**src/rtl/adcdecimate_pkg.sv**
```systemverilog
// Shared definitions for the ADC decimation/packing stage: register map,
// reduction modes and the byte-reduction helper.
package adcdecimate_pkg;

  localparam int SAMPLE_W_DEF = 72;

  localparam logic [15:0] ADDR_DIV  = 16'h0000;
  localparam logic [15:0] ADDR_MODE = 16'h0001;

  typedef enum logic [1:0] {
    MODE_PICK = 2'd0,
    MODE_MAX  = 2'd1,
    MODE_MIN  = 2'd2,
    MODE_RSVD = 2'd3
  } mode_e;

  // Folds one new byte into the running group value; reserved mode behaves as pick.
  function automatic logic [7:0] reduce_byte(input mode_e mode,
                                             input logic [7:0] acc,
                                             input logic [7:0] din);
    logic [7:0] r;
    r = acc;
    case (mode)
      MODE_MAX: begin
        if (din > acc) r = din;
        else           r = acc;
      end
      MODE_MIN: begin
        if (din < acc) r = din;
        else           r = acc;
      end
      default: r = acc;
    endcase
    return r;
  endfunction

endpackage

```
**src/rtl/adcdecimate_decimreduce.sv**
```systemverilog
// Group reducer: collapses each run of DIV+1 ADC bytes into one byte.
// The reduced byte is combinational so the packer can register it directly.
module adcdecimate_decimreduce
  import adcdecimate_pkg::*;
(
  input  logic       clk,
  input  logic       rst,
  input  logic       en_i,
  input  logic       clr_i,
  input  logic [7:0] div_i,
  input  mode_e      mode_i,
  input  logic [7:0] din_i,
  output logic [7:0] red_o,
  output logic       red_vld_o
);

  logic [7:0] grp_cnt_q, grp_cnt_d;
  logic [7:0] acc_q, acc_d;
  logic [7:0] cur_s;

  // Next group count / accumulator and the end-of-group strobe
  always_comb begin
    grp_cnt_d = grp_cnt_q;
    acc_d     = acc_q;
    cur_s     = din_i;
    red_vld_o = 1'b0;
    if (clr_i || !en_i) begin
      grp_cnt_d = 8'd0;
      acc_d     = 8'd0;
    end else begin
      if (grp_cnt_q == 8'd0) begin
        cur_s = din_i;
      end else begin
        cur_s = reduce_byte(mode_i, acc_q, din_i);
      end
      acc_d = cur_s;
      if (grp_cnt_q >= div_i) begin
        red_vld_o = 1'b1;
        grp_cnt_d = 8'd0;
      end else begin
        grp_cnt_d = grp_cnt_q + 8'd1;
      end
    end
  end

  assign red_o = cur_s;

  // Group state registers
  always_ff @(posedge clk or posedge rst) begin
    if (rst) begin
      grp_cnt_q <= 8'd0;
      acc_q     <= 8'd0;
    end else begin
      grp_cnt_q <= grp_cnt_d;
      acc_q     <= acc_d;
    end
  end

endmodule

```
**src/rtl/adcdecimate.sv**
```systemverilog
// Per-channel ADC decimation and packing stage with an 8-bit wishbone
// configuration slave (DIV, MODE).
module adcdecimate
  import adcdecimate_pkg::*;
#(
  parameter int SAMPLE_W = SAMPLE_W_DEF
) (
  input  logic                clk,
  input  logic                rst,
  input  logic [7:0]          adc_data,
  input  logic                sq_active,
  output logic [SAMPLE_W-1:0] sample,
  output logic                sample_avail,
  input  logic                wb_stb_i,
  input  logic                wb_cyc_i,
  input  logic                wb_we_i,
  input  logic [15:0]         wb_adr_i,
  input  logic [7:0]          wb_dat_i,
  output logic [7:0]          wb_dat_o,
  output logic                wb_ack_o
);

  localparam int BYTES  = SAMPLE_W / 8;
  localparam int LANE_W = (BYTES > 1) ? $clog2(BYTES) : 1;
  localparam logic [LANE_W-1:0] LANE_LAST = LANE_W'(BYTES - 1);

  logic                ack_q, ack_d;
  logic [7:0]          dat_q, dat_d;
  logic [7:0]          div_q, div_d;
  logic [1:0]          mode_q, mode_d;
  logic [LANE_W-1:0]   lane_q, lane_d;
  logic [SAMPLE_W-1:0] word_q, word_d;
  logic [SAMPLE_W-1:0] sample_q, sample_d;
  logic                avail_q, avail_d;

  logic                access_s;
  logic                restart_s;
  logic [7:0]          red_s;
  logic                red_vld_s;
  logic [SAMPLE_W-1:0] word_ins_s;

  assign access_s  = wb_stb_i & wb_cyc_i & ~ack_q;
  assign restart_s = access_s & wb_we_i &
                     ((wb_adr_i == ADDR_DIV) | (wb_adr_i == ADDR_MODE));

  adcdecimate_decimreduce u_decimreduce (
    .clk       (clk),
    .rst       (rst),
    .en_i      (sq_active),
    .clr_i     (restart_s),
    .div_i     (div_q),
    .mode_i    (mode_e'(mode_q)),
    .din_i     (adc_data),
    .red_o     (red_s),
    .red_vld_o (red_vld_s)
  );

  // Wishbone register file: registers and read data commit on the edge that raises ack
  always_comb begin
    ack_d  = access_s;
    dat_d  = dat_q;
    div_d  = div_q;
    mode_d = mode_q;
    if (access_s) begin
      if (wb_we_i) begin
        dat_d = 8'h00;
        case (wb_adr_i)
          ADDR_DIV:  div_d  = wb_dat_i;
          ADDR_MODE: mode_d = wb_dat_i[1:0];
          default:   div_d  = div_q;
        endcase
      end else begin
        case (wb_adr_i)
          ADDR_DIV:  dat_d = div_q;
          ADDR_MODE: dat_d = {6'b000000, mode_q};
          default:   dat_d = 8'h00;
        endcase
      end
    end else begin
      dat_d = dat_q;
    end
  end

  // Packer: restart or capture stop drops the partial word, which is never emitted
  always_comb begin
    lane_d     = lane_q;
    word_d     = word_q;
    sample_d   = sample_q;
    avail_d    = 1'b0;
    word_ins_s = word_q;
    word_ins_s[{lane_q, 3'b000} +: 8] = red_s;
    if (restart_s || !sq_active) begin
      lane_d = {LANE_W{1'b0}};
      word_d = {SAMPLE_W{1'b0}};
    end else if (red_vld_s) begin
      if (lane_q == LANE_LAST) begin
        sample_d = word_ins_s;
        avail_d  = 1'b1;
        lane_d   = {LANE_W{1'b0}};
        word_d   = {SAMPLE_W{1'b0}};
      end else begin
        word_d = word_ins_s;
        lane_d = lane_q + LANE_W'(1);
      end
    end else begin
      lane_d = lane_q;
    end
  end

  // State and output registers
  always_ff @(posedge clk or posedge rst) begin
    if (rst) begin
      ack_q    <= 1'b0;
      dat_q    <= 8'h00;
      div_q    <= 8'h00;
      mode_q   <= 2'b00;
      lane_q   <= {LANE_W{1'b0}};
      word_q   <= {SAMPLE_W{1'b0}};
      sample_q <= {SAMPLE_W{1'b0}};
      avail_q  <= 1'b0;
    end else begin
      ack_q    <= ack_d;
      dat_q    <= dat_d;
      div_q    <= div_d;
      mode_q   <= mode_d;
      lane_q   <= lane_d;
      word_q   <= word_d;
      sample_q <= sample_d;
      avail_q  <= avail_d;
    end
  end

  assign sample       = sample_q;
  assign sample_avail = avail_q;
  assign wb_dat_o     = dat_q;
  assign wb_ack_o     = ack_q;

endmodule

```
**config.mk**
```make
export PLATFORM = sky130hd
export DESIGN_NAME = adcdecimate
export DESIGN_NICKNAME = d
export VERILOG_FILES = /design/src/rtl/adcdecimate_pkg.sv /design/src/rtl/adcdecimate_decimreduce.sv /design/src/rtl/adcdecimate.sv
export SDC_FILE = /design/constraint.sdc
export NUM_CORES = 1
export LEC_CHECK = 0
export ABC_CLOCK_PERIOD_IN_PS = 9800
export BUFFER_PORTS_ARGS = -buffer_cell sky130_fd_sc_hd__buf_2
export CAP_MARGIN = 20
export CORE_ASPECT_RATIO = 2
export CORE_MARGIN = 2
export CORE_UTILIZATION = 34
export CTS_CLUSTER_SIZE = 12
export DETAILED_ROUTE_END_ITERATION = 12
export PLACE_DENSITY = 0.49
export SYNTH_ARGS = -nofsm -noshare
export SYNTH_HDL_FRONTEND = slang
export SYNTH_SLANG_ARGS = --single-unit
```
**constraint.sdc**
```tcl
create_clock -name clk -period 9.8 [get_ports clk]
set_clock_uncertainty 0.15 [all_clocks]
set_input_delay 0.98 -clock clk [delete_from_list [all_inputs] [get_ports clk]]
set_output_delay 0.98 -clock clk [all_outputs]
set_load 0.05 [all_outputs]
```
==> results by group <==
Outcome
  – Status: complete, no violations

Global routing
  – Grt total ovfl: 0
  – Vias in the first global route: 6697
  – First-pass GRT wire length: approximately 38 mm
  – Overall Global Routing Usage: 0.1898
  – Largest net degree at the start of global routing: 76
  – Initial antenna violation count: 0

Synth
  – Main synth FF type: dfrtp_1
  – Leading area contributor after synthesis: dfrtp_1
  – Simple-Gate Fraction of Synth Area: 0.1482
  – Post-synth EDFFs: 0
  – Mux cell area share after synthesis: 0.006285
  – Adder-Cell Fraction of Synth Area: 0.03362
  – Sequential element share of the synthesized area: 0.5379
  – Post-synth top area share: 0.5379
  – XOR/XNOR Fraction of Synth Area: 0.008185
  – Largest family of logic cells by synthesized area: compound AO/OA/AOI/OAI gates
  – Synth Cell Area: around 8600 µm²
  – Mapped Avg Cell Area: 10.26 µm²
  – YS warnings: 0
  – Syn nets: 895
  – Top post-synthesis cells by count: dfrtp_1 (184), nand2_1 (173), a22o_1 (78), o21ai_0 (52), inv_1 (32)
  – Top post-synthesis cells by area: dfrtp_1 (54%), a22o_1 (8.0%), nand2_1 (7.6%)
  – FFs w/ async S/R, synth: 1.000
  – Synth cell types: 64
  – Most frequent cell after synthesis: dfrtp_1
  – Post-synthesis register bit count: approximately 180
  – Post-Syn Instances: roughly 830
  – Synth Area in Compound Gates: 0.2141

Clock tree
  – Clk Tree Root Cell: clkbuf_16
  – CTS tree: built
  – H-tree levels: 4
  – Inserted Clock Buffers: 17
  – Insertion delay to the later sink of the worst-skew pair: approximately 0.44 ns
  – Clock Sinks: ~180
  – Clock buffer depth: 2
  – Post-CTS setup buffers: 0
  – Hold buffers post-CTS: 0
  – Cells resized by post-CTS repair: 0
  – Clk slew on worst S/H paths: approximately 0.070 ns

Layout
  – Synth-to-Final Area Change: 15.80%
  – Fillers: 2508
  – Final #Nets: 991
  – Antenna Cells: 0
  – Storage cell area: roughly 4600 µm²
  – Ratio of cells with drive above 1 in the final layout: 0.1983
  – Multi-input gate area: 3530 µm²

Setup path
  – CP max-delay cell: nor4_2
  – Startpoint types: primary input
  – Crit path DAT: about 4.1 ns
  – Critical path's top delay family: simple AND/OR/NAND/NOR gates
  – Critical Path Max Stage Delay: 0.77 ns
  – Reg2reg start: u_decimreduce.acc_q[7]
  – Worst-path cell chain: buf_2 > ha_1 > a21oi_1 > o21ai_2 > nor4_2 > a211oi_1 > a21oi_2 > nand2b_1 > a22o_1
  – CP Max Fanout: 9
  – Worst Path Required: 10.02 ns
  – Worst Path Buf+Inv: 1
  – Critical path class: in -> reg
  – CP startpoint: adc_data[7]
  – Worst Setup End Kind: flop

Floorplanning
  – Starting Density: 0.3434
  – Die footprint: 26540 µm²
  – Die X: 116.2 µm
  – Chip height: 228.4 µm
  – FP Rows: 82
  – I/O pin count: between 100 and 150
  – Core area: roughly 25000 µm²

STA
  – RSZ-0062 raised after global routing: false
  – Final period util: 0.3982
  – Worst-Margin Slew: 1.076 ns
  – Fmax: 256.2 MHz
  – Final WS setup: 5.897 ns
  – Final hold viol count: 0
  – Slew HR: 0.2764
  – Count of final max-slew check failures: 0
  – Final setup fails: 0
  – Post-layout min period: 3.903 ns
  – Aggregate negative setup slack: 0 ns

Power and ir drop
  – Pwr Density: 158.8 nW/µm²
  – Peak supply drop: 0.00006959 V
  – P_leak: roughly 4.9 nW

Hold path
  – Worst hold path type: reg -> reg
  – Worst Hold Launch: sample[22]

Place
  – Placed wire-length estimate: 17.52 mm
  – IO Port Bufs: 119
  – Final weighted congestion of routability-driven global placement: 0.8039
  – DP Worst Slack: 5.489 ns

Drt
  – Initial DRT Pass Iterations: 5
  – Total number of vias: 6573
  – Drt wl/cell: roughly 19 µm
  – Final WL: roughly 24 mm
  – Initial DRC Count: approximately 370
  – Via density: 5.139
  – Antenna viol nets, final: 0
  – DRC errors left: 0

Job
  – Max cap viols: 0
[metal layers]
metal,track usage,vias up,part of all wire
met4,0.07999,0,0.033
met1,0.2046,3232,0.37
met3,0.02997,39,0.022
met5,0,-,0
met2,0.3558,117,0.57
li1,-,3185,-
[per-stage QoR]
stage	hold slack, ns	cell area (µm²)	instances	util	power [mW]
finish	0.3080	9913	1279	0.3976	1.575
global route	0.3371	9913	1279	0.3976	1.639
CTS	0.3149	9913	1279	0.3976	1.592
detailed placement	0.3005	9316	1247	0.3737	0.8955
global placement	0.2970	9316	1247	0.3737	0.8954
floorplan	0.3161	8561	834	-	0.8606
[cell usage in the layout, fill, tap and decap left out, types with 5 or more instances in the layout]
cell       netlist  routed
dfrtp_1        184     184
nand2_1        173     173
buf_2            9     119
a22o_1          78      78
o21ai_0         52      52
inv_1           32      31
nor2_1          30      30
o21ai_1         25      25
nand3_1         23      23
ha_1            23      23
clkbuf_16        0      17
o2111ai_1       16      16
o22ai_1         16      16
nand2b_1        14      14
a21oi_1         11      11
a21oi_2         11      11
a211oi_1         9       9
a31oi_1          8       8
and4_1           7       7
a21o_1           7       7
clkbuf_8         0       6
nor3_1           5       5
xor2_1           5       5
buf_4           11       5
[cell type report]
class / count / share of cell area
Sequential cell: 184 / 0.4645
Multi-Input combinational cell: 570 / 0.3561
Timing Repair Buffer: 124 / 0.06386
Clock buffer: 24 / 0.05162
Tap cell: 336 / 0.04241
Inverter: 33 / 0.01300
Clock inverter: 8 / 0.008583
[power breakdown]
group | switching [mW] | internal, mW
clock | 0.302 | 0.393
sequential | 0.00451 | 0.764
combinational | 0.0841 | 0.0273
[tightest hold or removal path: stages, from the launching register on]
cell,delay (ns)
dfrtp_1,0.33
nand2_1,0.05
nand2_1,0.04
[final timing paths]
| kind | cells after the start | endpoint | slack, ns |
|---|---|---|---|
| max | 9 | word_q[43] | 5.90 |
| max reg2reg | 9 | word_q[43] | 6.13 |
| max in group asynchronous | 3 | sample[12] | 7.78 |
| min | 2 | sample[22] | 0.31 |
| min in group asynchronous | 2 | sample[62] | 0.42 |
| min reg2reg | 2 | sample[22] | 0.31 |
[kinds of logic (layout without fill, tap and decap cells)]
family                     after synthesis  after routing
DFF                                    184            184
and+or+nand+nor                        279            279
AOI/OAI and AO/OA                      255            255
adders and majority gates               23             23
xor gates and xnor gates                 8              8
muxes                                    5              5
buffers and inverters                   80            189
[registers in the layout (all words and copies together), names as in the netlist, 2 cells and up]
register,flops
word_q,72
div_q,8
u_decimreduce.acc_q,8
u_decimreduce.grp_cnt_q,8
wb_dat_o,8
sample,72
mode_q,2
lane_q,4
(Power assumes the default switching activity.)
